===== src/rtl/aes_port_pkg.sv =====
// Shared link constants for the AES block transmitter/receiver pair.
// The receiver state type lives here so both ends of the link agree on it.
package aes_port_pkg;

  localparam int BLOCK_BYTES     = 16;
  localparam int BYTE_W          = 8;
  localparam int BLOCK_W         = 128;
  localparam int DEFAULT_TIMEOUT = 64;

  typedef enum logic {
    ST_IDLE = 1'b0,
    ST_RECV = 1'b1
  } rx_state_t;

endpackage


===== src/rtl/aes_rx_strobe.sv =====
// Toggle-strobe decoder: a byte is offered whenever shakehand changes level.
// sh_q tracks the line every cycle, even while reception is disabled.
module aes_rx_strobe (
  input  logic clk,
  input  logic rst_n,
  input  logic en,
  input  logic shakehand,
  output logic accept
);

  logic sh_q;

  always_ff @(posedge clk) begin
    if (!rst_n) sh_q <= 1'b1;
    else        sh_q <= shakehand;
  end

  assign accept = en & (shakehand ^ sh_q);

endmodule


===== src/rtl/aes_rx.sv =====
// Receives 16 toggle-strobed bytes into a 128-bit block and pushes it to a FIFO,
// with a one-entry holding register for backpressure and sticky error flags.
module aes_rx
  import aes_port_pkg::*;
#(
  parameter int TIMEOUT = DEFAULT_TIMEOUT
) (
  input  logic               clk,
  input  logic               rst_n,
  input  logic               en,
  input  logic [BYTE_W-1:0]  rx,
  input  logic               shakehand,
  input  logic               full,
  output logic               push,
  output logic [BLOCK_W-1:0] data,
  output logic               overflow,
  output logic               timeout_err
);

  localparam int            IW        = $clog2(TIMEOUT + 1);
  localparam logic [IW-1:0] IDLE_LAST = IW'(TIMEOUT - 1);
  localparam logic [IW-1:0] IDLE_ONE  = IW'(1);

  rx_state_t          state;
  logic [3:0]         cnt;
  logic [IW-1:0]      idle_cnt;
  logic [BLOCK_W-1:0] shift_buf;
  logic               pend_valid;
  logic [BLOCK_W-1:0] pend_data;

  logic               accept;
  logic [3:0]         lane;
  logic               complete;
  logic               drain;
  logic [BLOCK_W-1:0] block_next;

  aes_rx_strobe u_strobe (
    .clk       (clk),
    .rst_n     (rst_n),
    .en        (en),
    .shakehand (shakehand),
    .accept    (accept)
  );

  // First byte lands in the top lane so the block reads MSB-first.
  assign lane     = 4'd15 - cnt;
  assign complete = accept && (cnt == 4'd15);
  assign drain    = pend_valid && !full;

  always_comb begin
    block_next = shift_buf;
    block_next[{lane, 3'b000} +: BYTE_W] = rx;
  end

  always_ff @(posedge clk) begin
    if (!rst_n) begin
      state       <= ST_IDLE;
      cnt         <= 4'd0;
      idle_cnt    <= '0;
      shift_buf   <= '0;
      pend_valid  <= 1'b0;
      pend_data   <= '0;
      push        <= 1'b0;
      data        <= '0;
      overflow    <= 1'b0;
      timeout_err <= 1'b0;
    end else begin
      push <= 1'b0;

      if (!en) begin
        state    <= ST_IDLE;
        cnt      <= 4'd0;
        idle_cnt <= '0;
      end else if (accept) begin
        shift_buf <= block_next;
        cnt       <= cnt + 4'd1;
        idle_cnt  <= '0;
        state     <= complete ? ST_IDLE : ST_RECV;
      end else if (state == ST_RECV) begin
        if (idle_cnt == IDLE_LAST) begin
          state       <= ST_IDLE;
          cnt         <= 4'd0;
          idle_cnt    <= '0;
          timeout_err <= 1'b1;
        end else begin
          idle_cnt <= idle_cnt + IDLE_ONE;
        end
      end

      // Output path: direct push, park in pend, swap through pend, or drop.
      if (complete) begin
        if (!full && !pend_valid) begin
          push <= 1'b1;
          data <= block_next;
        end else if (!pend_valid) begin
          pend_valid <= 1'b1;
          pend_data  <= block_next;
        end else if (drain) begin
          push      <= 1'b1;
          data      <= pend_data;
          pend_data <= block_next;
        end else begin
          overflow <= 1'b1;
        end
      end else if (drain) begin
        push       <= 1'b1;
        data       <= pend_data;
        pend_valid <= 1'b0;
      end
    end
  end

endmodule


===== config.mk =====
export PLATFORM = sky130hd
export DESIGN_NAME = aes_rx
export DESIGN_NICKNAME = d
export VERILOG_FILES = /design/src/rtl/aes_port_pkg.sv /design/src/rtl/aes_rx_strobe.sv /design/src/rtl/aes_rx.sv
export SDC_FILE = /design/constraint.sdc
export NUM_CORES = 1
export LEC_CHECK = 0
export ABC_AREA = 1
export BUFFER_PORTS_ARGS = -buffer_cell sky130_fd_sc_hd__buf_2
export CORE_ASPECT_RATIO = 0.7
export CORE_MARGIN = 10
export CORE_UTILIZATION = 35
export CTS_BUF_LIST = sky130_fd_sc_hd__clkbuf_4
export DETAILED_ROUTE_END_ITERATION = 12
export MAX_ROUTING_LAYER = met4
export PLACE_DENSITY = 0.54
export SYNTH_ARGS = -nofsm -noshare
export SYNTH_HDL_FRONTEND = slang
export SYNTH_SLANG_ARGS = --single-unit
export TNS_END_PERCENT = 100

===== constraint.sdc =====
create_clock -name clk -period 2.6 [get_ports clk]
set_input_delay 0.78 -clock clk [delete_from_list [all_inputs] [get_ports clk]]
set_output_delay 0.78 -clock clk [all_outputs]
set_load 0.1 [all_outputs]

* Word-level counts from Yosys, hierarchy flattened
Index checks and enable logic that the tools add are counted.
** Operators by class
- $add $sub $neg :: 4
- Equality and inequality tests :: 5
- Shift-type cells :: 2
- Mux-type cells :: 22
- Bitwise gates (word level) :: 7
- Reduce and logical (&&, ||, !) cells :: 16
** Operators by type and width (number)
- $mux W128 :: 6
- $bwmux W128 :: 1
- $shift A8 B9 Y128 const A :: 1
- $shiftx A8 B9 Y128 :: 1
- $mux W4 :: 3
- $mux W1 :: 11
- $neg A7 Y9 :: 1
- $reduce_and A2 Y1 :: 4
- $reduce_and A4 Y1 :: 2
- $add A7 B1 Y7 const B :: 1
- $eq A7 B6 Y1 const B :: 1
- $mux W7 :: 1
- $reduce_bool A2 Y1 :: 3
- $not A1 Y1 :: 5
- $add A4 B1 Y4 const B :: 1
- $eq A4 B4 Y1 const B :: 1
- $sub A4 B4 Y4 const A :: 1
- $logic_and A1 B1 Y1 :: 3
- $ne A3 B2 Y1 const B :: 1
- $reduce_and A3 Y1 :: 1
- $reduce_or A3 Y1 :: 1
- $logic_not A1 Y1 :: 2
- $ne A2 B1 Y1 const B :: 1
- $ne A2 B2 Y1 const B :: 1
- 2 further kinds :: 2
** Word-level totals
- Register bits :: 401
- Input port bits :: 13
- Output and inout bits :: 131

* Logic depth before layout (Yosys ltp)
Gate-level depths: netlist (run 1).
- Depth after elaboration :: 6
- Depth in mapped cells :: 12
- Depth with buffers taken out :: 12

* By module
Synthesis (run 1) repeated with hierarchy kept, for this count alone.
** Second synthesis, totals
- Cells, all modules :: 3251
- Area, all modules :: 20794.9 um2
** Modules (own cells, without submodules)
- aes_rx :: times used 1, cells each 3244, area an instance 20749.9 um2
- aes_rx_strobe :: times used 1, cells each 7, area an instance 45.0 um2

* Worst setup path after synthesis (run 1)
No wires, ideal clock.
- Path type :: reg2reg
- Start point :: reg cnt[0]
- End point :: reg pend_data[27]
- Arrival :: 2.062 ns
- Setup slack :: 0.422 ns
- Cell stages (with the launch flop) :: 12
- Buffers on the path :: 2
- Cells stage by stage :: dfxtp_1 > inv_1 > clkbuf_1 > ha_1 > clkbuf_1 > nand3_1 > nor2_2 > nand2_1 > nand2_1 > inv_1 > o21ai_0 > inv_1
** On the way
- Word-level cells in the longest chain between the ends :: 6
** Ends and longest elaborated chain
- start, declared :: RTL line aes_rx.sv:25 : logic [3:0] cnt;
- start signal, assigned :: RTL line aes_rx.sv:76 : cnt <= cnt + 4'd1;
- $sub A4 B4 Y4 :: RTL line aes_rx.sv:46 : assign lane = 4'd15 - cnt;
- $neg A7 Y9 :: RTL line aes_rx.sv:52 : block_next[{lane, 3'b000} +: BYTE_W] = rx;
- $shiftx A8 B9 Y128 / $shift A8 B9 Y128 (equally long branches) :: RTL line aes_rx.sv:52
- $bwmux W128 :: RTL line aes_rx.sv:52
- $mux W128 :: RTL line aes_rx.sv:98 : end else if (drain) begin
- $mux W128 :: RTL line aes_rx.sv:95 : end else if (!pend_valid) begin
- end signal, assigned :: RTL line aes_rx.sv:97 : pend_data <= block_next;
- end signal, assigned :: RTL line aes_rx.sv:101 : pend_data <= block_next;
- end, declared :: RTL line aes_rx.sv:29 : logic [BLOCK_W-1:0] pend_data;
Parallel ways exist; a longest one is shown, timed or not. The select of a mux whose other input is x is not followed.
A chain may end at the register's enable or synchronous reset.

* Worst setup path in the final report (run 1)
- Start point :: reg data[47]
- End point :: out data[47]
** RTL lines
- start, declared :: RTL line aes_rx.sv:15 : output logic [BLOCK_W-1:0] data,
- start signal, assigned :: RTL line aes_rx.sv:94 : data <= block_next;
- start signal, assigned :: RTL line aes_rx.sv:100 : data <= pend_data;
- start signal, assigned :: RTL line aes_rx.sv:107 : data <= pend_data;
No word-level cell between the ends.

==> impl_results.md, run 1 <==
* Status: finished, final reports clean
* Residual DRC at 0
* Largest net degree at the start of global routing at between 100 and 150
* Rows at 74
* Sink Count at ~400
* Layout net count at 3356
* Min cycle time layout at around 2.5 ns
* H-tree levels at 3
* First-pass GRT wire length at about 100000 um
* Power Density at approximately 530 nW/um^2
* Post-synthesis async set-or-reset flop share at 0%
* #FFs+latches synth at 401
* Sequential power share at 49.2%
* Port Buffers at between 100 and 150
* GR Util All Layers at a little under a fifth
* Routed Wire Length at 66200 um
* Startpoint Class: flip-flop
* Count of cell types in the netlist at 34
* Tcrit/Tclk final at around 96%
* Die Height at 224 um
* Min-Delay Path Class: input port to flip-flop
* Starting DRT DRC Count at roughly 1700
* Share of layout cells above drive strength 1 at between 10% and 20%
* Post-synthesis cell count at between 3000 and 4000
* Clock transition at path regs at around 0.06 ns
* Clock latency on the worst-skew pair at 0.86 ns
* Pre-Repair DR Iteration Count at 5
* DP HPWL at 45100 um
* Setup-failing EPs final at 0
* Synth area leaders: dfxtp_1 39%, nand2_1 13%, inv_1 11%
* Most frequent cell after synthesis: nand2_1
* P&R area growth vs syn at 16.7%
* Warnings, synthesis at 0
* Die width at 312 um
* Core region area at 58600 sq um
* CTS tree: done
* Gpl congestion at roughly 0.84
* Post-CTS setup buffers at 0
* Req. time, crit path at roughly 1.8 ns
* Leak pwr at between 10 and 15 nW
* Ports at about 140
* Antenna violations before repair at 2
* Post-synth top area share at between 30% and 40%
* Synth Net Count at 3202
* Arrival time worst endpoint at 1.72 ns
* CTS Buffer Depth at 3
* Sw Ratio at between 20 and 30%
* Max Slew Vio Count at 0
* DR vias/cell at 4.71
* Routed length per instance at around 16 um
* Peak Freq at about 400 MHz
* Starting Density at between 30% and 40%
* CP max FO at 3
* Combinational power share at just over 8%
* Vias in the first global route at about 18000
* Pint at 0.00938 W
* Grt total ovfl at 0
* Leading area contributor after synthesis: dfxtp_1
* EDFF count, synth at 0
* Crit end category: primary output
* Slowest CP cell: buf_2
* Worst-margin pin slew at 0.605 ns
* CTS buffer count at 103
* Max_cap viols at 0
* Ys flop type: dfxtp_1
* CTS Root Cell: clkbuf_4
* Final Hold Fails at 0
* Fin util at just over 40%
* Clk pwr share at a little over two fifths
* Crit path cell chain: buf_2
* Top delay family on crit path: buffers and inverters
* Clock skew at about 0.043 ns
* Post-route antenna net violation count at 0
* Mapped cell area at ~21000 sq um
* Vias after detailed routing at around 20000
* VDD IR max at roughly 250 uV
* Synth cell count leaders: 743 x nand2_1, 583 x inv_1, 401 x dfxtp_1
* Sw Pwr at 0.00353 W
* CP Buf/Inv Count at 1
* Sequential fraction of the synthesis area at around two fifths
* CP max stage delay at approximately 0.49 ns
* Hold Buf Count CTS at 0
* Mapped Avg Cell Area at ~6.5 sq um
* Critical path type: flip-flop to primary output
* Slew HR at roughly 60%
* Total Die Area at about 70000 sq um
* Final worst slack at roughly 0.1 ns
* Dpl ws at 0.200 ns
* FILL cells at between 6000 and 7000
per-layer routing:
metal,GRT usage [%],share of wire [%]
met4,4.75,1.9
met3,4.32,6.0
met2,26.5,40
met1,26.9,52
met5,-,0
sequential cells by signal (all words and copies together), names as in the netlist:
register / count
overflow: 1
cnt: 4
state: 1
pend_data: 128
data: 128
shift_buf: 128
timeout_err: 1
push: 1
pend_valid: 1
u_strobe.sh_q: 1
idle_cnt: 7
placed cells by master (no fill, tap or decap), types with 3 or more instances in the layout:
| master | n |
|---|---|
| buf_12 | 39 |
| dfxtp_1 | 401 |
| clkbuf_4 | 156 |
| o21a_1 | 67 |
| a211oi_1 | 3 |
| inv_1 | 582 |
| clkinv_2 | 5 |
| o211ai_1 | 28 |
| nand3_1 | 344 |
| ha_1 | 4 |
| a21oi_1 | 247 |
| buf_2 | 135 |
| mux2i_1 | 59 |
| nand2_1 | 742 |
| nor2_4 | 4 |
| a21o_1 | 20 |
| o21ai_0 | 268 |
| o21ai_1 | 31 |
| nor2_1 | 89 |
| nor2_2 | 7 |
| buf_4 | 77 |
| nor3_1 | 11 |
| inv_2 | 9 |
| o21bai_1 | 6 |
| nand2_2 | 10 |
| nand4_1 | 26 |
| clkinv_1 | 26 |
stage by stage:
step	area [sq um]	total power (W)	cells	TNS, ns	hold WS, ns
detailed placement	23000	0.00756	4030	0	0.441
finish	24300	0.0129	4213	0	0.163
global placement	23000	0.00755	4030	0	0.435
global route	24300	0.0136	4213	-0.000522	0.0843
floorplan	20800	0.00720	3183	0	0.445
CTS	24300	0.0131	4211	0	0.0668
path summary, 6_finish.rpt:
path                                          startpoint  slack (ns)                         end  cells after the start
worst max-delay path               data[47]$_SDFFE_PN0P_        0.10                    data[47]                      1
worst min-delay path                           shakehand        0.16    u_strobe.sh_q$_SDFF_PN1_                      3
worst max register to register       cnt[1]$_SDFFE_PN0P_        0.23  pend_data[86]$_SDFFE_PN0P_                     10
worst min register to register  timeout_err$_SDFFE_PN0P_        0.45    timeout_err$_SDFFE_PN0P_                      2
power by group through the flow:
| stage | combinational [W] | sequential (W) | clock [W] |
|---|---|---|---|
| CTS | 0.00107 | 0.00635 | 0.00567 |
| global placement | 0.00107 | 0.00649 | 0 |
| global route | 0.00123 | 0.00636 | 0.00600 |
| detailed placement | 0.00107 | 0.00649 | 0 |
| floorplan | 0.000719 | 0.00648 | 0 |
| finish | 0.00108 | 0.00635 | 0.00548 |
repair_timing:
action                     4_1_cts  5_1_grt
resized for setup                1        7
hold endpoints to repair         0        0
setup endpoints to repair        1       12
area by class of cell:
class                           count  area (sq um)  area share [%]
Timing Repair Buffer              258          2090            8.60
Clock buffer                      150          1130            4.63
Antenna cell                        2          5.00          0.0206
Clock inverter                     31           149           0.613
Multi-Input combinational cell   1979          9670            39.8
Sequential cell                   401          8030            33.0
Inverter                          594          2230            9.20
Tap cell                          798           998            4.11
logic make-up (layout without fill, tap and decap cells):
kind of cell / count (synthesis) / in the layout / synth area share (%)
fa+ha+maj: 6 / 6 / 0.361
compound gates: 671 / 671 / 17.6
mux: 59 / 59 / 2.84
simple gates: 1241 / 1241 / 25.4
xor+xnor: 2 / 2 / 0.0842
flops: 401 / 401 / 38.6
buf+inv: 803 / 1033 / 15.1
other cells: 0 / 2 / 0
Note: power is estimated with default switching activity, not from simulation.
==> run 2, diff against run 1 <==
--- a/config.mk
+++ b/config.mk
@@ -14,7 +14,10 @@
 export DETAILED_ROUTE_END_ITERATION = 12
 export MAX_ROUTING_LAYER = met4
 export PLACE_DENSITY = 0.54
+export SETUP_SLACK_MARGIN = 0.5
+export SKIP_CTS_REPAIR_TIMING = 1
 export SYNTH_ARGS = -nofsm -noshare
 export SYNTH_HDL_FRONTEND = slang
+export SYNTH_HIERARCHICAL = 1
 export SYNTH_SLANG_ARGS = --single-unit
 export TNS_END_PERCENT = 100
==> run 2 against run 1 <==
Net effect: register-to-register slack gained 0.28 ns; core utilization grew 4.6 points; non-clock buffer count grew 31; via count grew 3.0%; critical path depth is the same; power is essentially flat; synthesized area shrank 0.11%; fmax grew 8.3%; critical endpoint is now data[40]; largest cell class unchanged; largest power group unchanged.
==> impl_results.md, run 2 <==
* Sink Count at 401 (unchanged)
* Total Die Area at 69700 sq um (was 69800 sq um)
* Finished Layout Cells at 4327 (was 4213)
* Min cycle time layout at 2.31 ns (was 2.50 ns)
* CTS tree: done (unchanged)
* Final Hold Fails at 0 (unchanged)
* Hold Path Stages at 3 (unchanged)
* Inst Count DP at 4074 (was 4030)
* Max Slew Vio Count at 0 (unchanged)
* Port Buffers at 143 (unchanged)
* P&R area growth vs syn at 29.9% (was 16.7%)
* First-pass GRT wire length at 108000 um (was 105000 um)
* Share of layout cells above drive strength 1 at 18.5% (was 13.3%)
* Die width at 311 um (was 312 um)
* Hold slack at 0.101 ns (was 0.163 ns)
* Antenna violations before repair at 2 (unchanged)
* Post-synth top area share at 38.6% (about the same)
* Max_cap viols at 0 (unchanged)
* VDD IR max at 333 uV (was 246 uV)
* Reg2reg setup slack at 0.51 ns (was 0.23 ns)
* Most frequent cells in the layout: 720 x nand2_1, 595 x inv_1, 317 x nand3_1 (was 742 x nand2_1, 582 x inv_1, 401 x dfxtp_1)
* Most frequent cell after synthesis: nand2_1 (unchanged)
* R2R depth at 11 (was 10)
* DR vias/cell at 4.72 (was 4.71)
* Pre-Repair DR Iteration Count at 6 (was 5)
* Setup-failing EPs final at 0 (unchanged)
* Leak pwr at 12.6 nW (was 12.0 nW)
* Routed Wire Length at 69900 um (was 66200 um)
* Peak Freq at 434 MHz (was 400 MHz)
* Ports at 144 (unchanged)
* CTS buffer count at 107 (was 103)
* Power Density at 478 nW/um^2 (was 531 nW/um^2)
* EDFF count, synth at 0 (unchanged)
* Mapped Avg Cell Area at 6.40 sq um (was 6.54 sq um)
* Sequential fraction of the synthesis area at 38.6% (about the same)
* Biggest regs: data x128, pend_data x128, shift_buf x128 (unchanged)
* Arrival time worst endpoint at 1.53 ns (was 1.72 ns)
* GR Util All Layers at 19.8% (was 18.9%)
* Post-synthesis cell count at 3251 (was 3183)
* Mapped cell area at 20800 sq um (about the same)
* Clock skew at 0.0770 ns (was 0.0434 ns)
* Ys flop type: dfxtp_1 (unchanged)
* H-tree levels at 3 (unchanged)
* Gpl congestion at 0.859 (was 0.836)
* DR WL met3 at 5630 um (was 3940 um)
* Most common cell after layout, fill and taps aside: nand2_1 (unchanged)
* Slowest CP cell: dfxtp_4 (was buf_2)
* Design area at 27000 sq um (was 24300 sq um)
* Reg2reg end: data[11]$_SDFFE_PN0P_ (was pend_data[86]$_SDFFE_PN0P_)
* Status: finished, final reports clean (unchanged)
* DP HPWL at 46000 um (was 45100 um)
* Min-Delay Path Class: input port to flip-flop (unchanged)
* Die Height at 224 um (about the same)
* Worst-margin pin slew at 0.741 ns (was 0.605 ns)
* Clock transition at path regs at 0.07 ns (was 0.06 ns)
* #FFs+latches synth at 401 (unchanged)
* Area after DPL at 22700 sq um (was 23000 sq um)
* Starting DRT DRC Count at 1675 (was 1652)
* DRT met1 WL at 33700 um (was 34200 um)
* Residual DRC at 0 (unchanged)
* Starting Density at 35.5% (about the same)
* CP max stage delay at 0.39 ns (was 0.49 ns)
* Tcrit/Tclk final at 88.7% (was 96.0%)
* Worst R2R Start: cnt[1]$_SDFFE_PN0P_ (unchanged)
* Vias after detailed routing at 20400 (was 19800)
* Routed length per instance at 16.2 um (was 15.7 um)
* Largest net degree at the start of global routing at 107 (was 133)
* CP Buf/Inv Count at 1 (unchanged)
* Startpoint Class: flip-flop (unchanged)
* Critical path type: flip-flop to primary output (unchanged)
* Grt total ovfl at 0 (unchanged)
* Count of cell types in the netlist at 34 (unchanged)
* Synth Net Count at 3270 (was 3202)
* Post-route antenna net violation count at 0 (unchanged)
* Hold Startpoint: shakehand (unchanged)
* Slew HR at 50.6% (was 59.6%)
* Clock latency on the worst-skew pair at 0.94 ns (was 0.86 ns)
* Fin util at 46.1% (was 41.5%)
* Hold worst-path end: u_strobe/sh_q$_SDFF_PN1_ (was u_strobe.sh_q$_SDFF_PN1_)
* Vias in the first global route at 18400 (was 18200)
* RSZ-0062 raised after global routing: yes
* Leading area contributor after synthesis: dfxtp_1 (unchanged)
* Crit path cell chain: buf_12 (was buf_2)
* Core region area at 58600 sq um (unchanged)
* CTS Root Cell: clkbuf_4 (unchanged)
* Rows at 74 (unchanged)
* Warnings, synthesis at 6 (was 0)
* Req. time, crit path at 1.82 ns (about the same)
* CTS Buffer Depth at 3 (unchanged)
* Post-synthesis async set-or-reset flop share at 0% (unchanged)
* Synth cell count leaders: 733 x nand2_1, 602 x inv_1, 401 x dfxtp_1 (was 743 x nand2_1, 583 x inv_1, 401 x dfxtp_1)
* Crit end category: primary output (unchanged)
* Top delay family on crit path: flip-flops (was buffers and inverters)
* Highest routing layer actually used: met4 (unchanged)
* CP max FO at 2 (was 3)
* Synth area leaders: dfxtp_1 39%, nand2_1 13%, inv_1 11% (unchanged)
* Layout net count at 3459 (was 3356)
* WL met2 at 29300 um (was 26700 um)
## run 2: layout make-up
class	instances	area, sq um
flip-flops and latches	401	8400
diodes	6	15.0
clock inverters	26	119
clock buffers	166	1250
fillers	6003	31600
inverters	613	2320
multi-input cells	2028	9670
repair buffers	289	4220
well taps	798	998
## run 2: layer usage
| metal | GRT usage [%] | vias to the layer above |
|---|---|---|
| met5 | - | - |
| met3 | 5.32 | 103 |
| met1 | 27.3 | 9065 |
| met2 | 28.2 | 622 |
| met4 | 4.89 | 0 |
| li1 | - | 10600 |
## run 2: worst max path at each step
stage                          start                     end  slack (ns)  cells past startpoint
2_1_floorplan                   full  data[107]$_SDFFE_PN0P_        0.48                      9
4_1_cts        data[44]$_SDFFE_PN0P_                data[44]       -0.20                      1
3_3_place_gp                   rx[7]   data[63]$_SDFFE_PN0P_        0.16                      7
3_5_place_dp                   rx[7]   data[63]$_SDFFE_PN0P_        0.19                      7
5_1_grt        data[43]$_SDFFE_PN0P_                data[43]        0.20                      1
6_report       data[40]$_SDFFE_PN0P_                data[40]        0.29                      1
## run 2: logic make-up (layout without fill, tap and decap cells)
kind of cell | Yosys count | count (layout) | synth area share [%]
buffers and inverters | 822 | 1094 | 15.6
AO/OA/AOI/OAI | 647 | 647 | 16.1
adder cells (fa/ha/maj) | 6 | 6 | 0.361
AND/OR/NAND/NOR | 1318 | 1318 | 26.5
multiplexers | 55 | 55 | 2.65
other | 0 | 6 | 0
XOR/XNOR | 2 | 2 | 0.0843
flip-flops | 401 | 401 | 38.6
## run 2: power by group
group,internal [W],switching (W)
clock network,0.00290,0.00283
registers,0.00617,0.0000409
logic,0.000290,0.000671
total,0.00936,0.00354
## run 2: stage by stage
stage	setup WS, ns	setup TNS [ns]	total power [W]
6_report	0.294	0	0.0129
5_1_grt	0.201	0	0.0136
4_1_cts	-0.196	-2.10	0.0131
3_5_place_dp	0.186	0	0.00738
3_3_place_gp	0.158	0	0.00738
2_1_floorplan	0.479	0	0.00704
==> run 3, diff against run 2 <==
--- a/config.mk
+++ b/config.mk
@@ -7,13 +7,14 @@
 export LEC_CHECK = 0
 export ABC_AREA = 1
 export BUFFER_PORTS_ARGS = -buffer_cell sky130_fd_sc_hd__buf_2
+export CELL_PAD_IN_SITES_DETAIL_PLACEMENT = 1
+export CELL_PAD_IN_SITES_GLOBAL_PLACEMENT = 1
 export CORE_ASPECT_RATIO = 0.7
-export CORE_MARGIN = 10
 export CORE_UTILIZATION = 35
 export CTS_BUF_LIST = sky130_fd_sc_hd__clkbuf_4
 export DETAILED_ROUTE_END_ITERATION = 12
 export MAX_ROUTING_LAYER = met4
-export PLACE_DENSITY = 0.54
+export PLACE_DENSITY = 0.7
 export SETUP_SLACK_MARGIN = 0.5
 export SKIP_CTS_REPAIR_TIMING = 1
 export SYNTH_ARGS = -nofsm -noshare
==> constraint.sdc (replaced) <==
create_clock -name clk -period 2.7 [get_ports clk]
set_input_delay 0.81 -clock clk [delete_from_list [all_inputs] [get_ports clk]]
set_output_delay 0.81 -clock clk [all_outputs]
set_load 0.1 [all_outputs]
==> run 3 against run 2 <==
Net effect: highest routed layer unchanged; critical path depth unchanged; count of clock-buffer cells in the layout up 3; via count up 8.1%; power up 1.6%; global-route usage up 6.6 points; design area down 0.65%; largest power group is now the clock network; combinational power down 0.7%; clock skew down 0.027 ns; register-to-register slack worse by 0.03 ns; cell count about the same.
==> impl_results.md, run 3 (synthesized netlist as in run 2, its figures left out) <==
* CTS Buffer Depth at 3 (unchanged)
* Routed length per instance at 18.8 um (was 16.2 um)
* CP max FO at 3 (was 2)
* Arrival time worst endpoint at 1.51 ns (was 1.53 ns)
* Max_cap viols at 0 (unchanged)
* Post-route antenna net violation count at 0 (unchanged)
* Setup-failing EPs final at 0 (unchanged)
* Die width at 293 um (was 311 um)
* CTS tree: done (unchanged)
* CP Buf/Inv Count at 1 (unchanged)
* RSZ-0062 raised after global routing: yes (unchanged)
* First-pass GRT wire length at 122000 um (was 108000 um)
* Final Hold Fails at 0 (unchanged)
* Power Density at 488 nW/um^2 (was 478 nW/um^2)
* Min-Delay Path Class: input port to flip-flop (unchanged)
* CP max stage delay at 0.43 ns (was 0.39 ns)
* Gpl congestion at 0.830 (was 0.859)
* Slowest CP cell: dfxtp_1 (was dfxtp_4)
* Finished Layout Cells at 4324 (was 4327)
* Worst-margin pin slew at 0.602 ns (was 0.741 ns)
* Ports at 144 (unchanged)
* Vias in the first global route at 22000 (was 18400)
* Hold Startpoint: shakehand (unchanged)
* Most frequent cells in the layout: 719 x nand2_1, 595 x inv_1, 314 x nand3_1 (was 720 x nand2_1, 595 x inv_1, 317 x nand3_1)
* Grt total ovfl at 0 (unchanged)
* Leak pwr at 12.6 nW (about the same)
* Status: finished, final reports clean (unchanged)
* Clock latency on the worst-skew pair at 0.90 ns (was 0.94 ns)
* Min cycle time layout at roughly 2.3 ns
* Vias after detailed routing at 22100 (was 20400)
* Starting Density at 35.5% (about the same)
* Peak Freq at 431 MHz
* Area after DPL at 22600 sq um (was 22700 sq um)
* Core region area at 58500 sq um (was 58600 sq um)
* CTS buffer count at 110 (was 107)
* Share of layout cells above drive strength 1 at 17.5% (was 18.5%)
* CTS Root Cell: clkbuf_4 (unchanged)
* P&R area growth vs syn at 29.0% (was 29.9%)
* Antenna violations before repair at 2 (unchanged)
* GR Util All Layers at 26.4% (was 19.8%)
* Worst setup path startpoint: data[99]$_SDFFE_PN0P_ (was data[40]$_SDFFE_PN0P_)
* Design area at 26800 sq um (was 27000 sq um)
* Crit end category: primary output (unchanged)
* Req. time, crit path at 1.89 ns (was 1.82 ns)
* Port Buffers at 143 (unchanged)
* Die Height at 206 um (was 224 um)
* DR vias/cell at 5.11 (was 4.72)
* Critical path type: flip-flop to primary output (unchanged)
* Clock skew at 0.0504 ns (was 0.0770 ns)
* Inst Count DP at 4067 (was 4074)
* Tcrit/Tclk final at a little under nine tenths
* Crit path cell chain: buf_12 (unchanged)
* Starting DRT DRC Count at 1411 (was 1675)
* Clock transition at path regs at 0.07 ns (about the same)
* Layout net count at 3450 (was 3459)
* H-tree levels at 3 (unchanged)
* Top delay family on crit path: flip-flops (unchanged)
* Most common cell after layout, fill and taps aside: nand2_1 (unchanged)
* Startpoint Class: flip-flop (unchanged)
* Largest net degree at the start of global routing at 76 (was 107)
* VDD IR max at 306 uV (was 333 uV)
* Total Die Area at 60400 sq um (was 69700 sq um)
* Slew HR at 59.9% (was 50.6%)
* Pre-Repair DR Iteration Count at 5 (was 6)
* Residual DRC at 0 (unchanged)
* Biggest regs: data x128, pend_data x128, shift_buf x128 (unchanged)
* Sink Count at 401 (unchanged)
* Max Slew Vio Count at 0 (unchanged)
* Worst R2R Start: cnt[1]$_SDFFE_PN0P_ (unchanged)
* Fin Setup TNS at 0 ns (unchanged)
* Rows at 74 (unchanged)
* DP HPWL at 52600 um (was 46000 um)
* Routed Wire Length at 81200 um (was 69900 um)
run 3: cell types whose count changed in the layout (fill, tap and decap cells not counted), sizes merged:
cell      previous run  this run
buf                289       273
clkbuf             166       172
clkinv              29        28
nand2              742       743
bufinv               0         5
clkinvlp             1         3
diode                6         5
inv                609       610
run 3: path summary, 6_finish.rpt:
| kind | to | slack [ns] | cells after the start |
|---|---|---|---|
| setup / recovery | data[99] | 0.38 | 1 |
| hold / removal | u_strobe/sh_q$_SDFF_PN1_ | 0.13 | 3 |
| setup reg to reg | data[45]$_SDFFE_PN0P_ | 0.48 | 9 |
| hold reg to reg | idle_cnt[6]$_SDFFE_PP0P_ | 0.48 | 2 |
run 3: per-stage QoR:
stage               util [%]  setup slack, ns  hold WS (ns)  power (W)
detailed placement      38.5            0.142         0.466    0.00713
global placement        38.5            0.186         0.460    0.00707
global route            45.8            0.270        0.0493     0.0137
finish                  45.8            0.378         0.127     0.0131
CTS                     41.2          -0.0504        0.0358     0.0133
floorplan                  -            0.503         0.446    0.00678
run 3: final cells by class:
cell class,instances,area (sq um)
Clock buffer,169,1270
Tap cell,798,998
Multi-Input combinational cell,2029,9770
Fill cell,7491,31700
Antenna cell,5,12.5
Sequential cell,401,8330
Clock inverter,33,262
Timing Repair Buffer,276,3850
Inverter,613,2330
run 3: metal layers:
layer / GRT usage (%) / wire, um / vias to the layer above
li1: - / - / 10600
met1: 34.6 / 37900 / 10900
met2: 41.6 / 37900 / 519
met3: 4.87 / 4000 / 104
met4: 7.16 / 1430 / 0
met5: - / 0 / -
run 3: power breakdown:
| part | internal [W] | leakage [nW] | switching [W] |
|---|---|---|---|
| sequential | 0.00595 | 3.32 | 0.0000465 |
| combinational | 0.000272 | 8.36 | 0.000683 |
| clock | 0.00332 | 0.903 | 0.00283 |
| total | 0.00954 | 12.6 | 0.00356 |
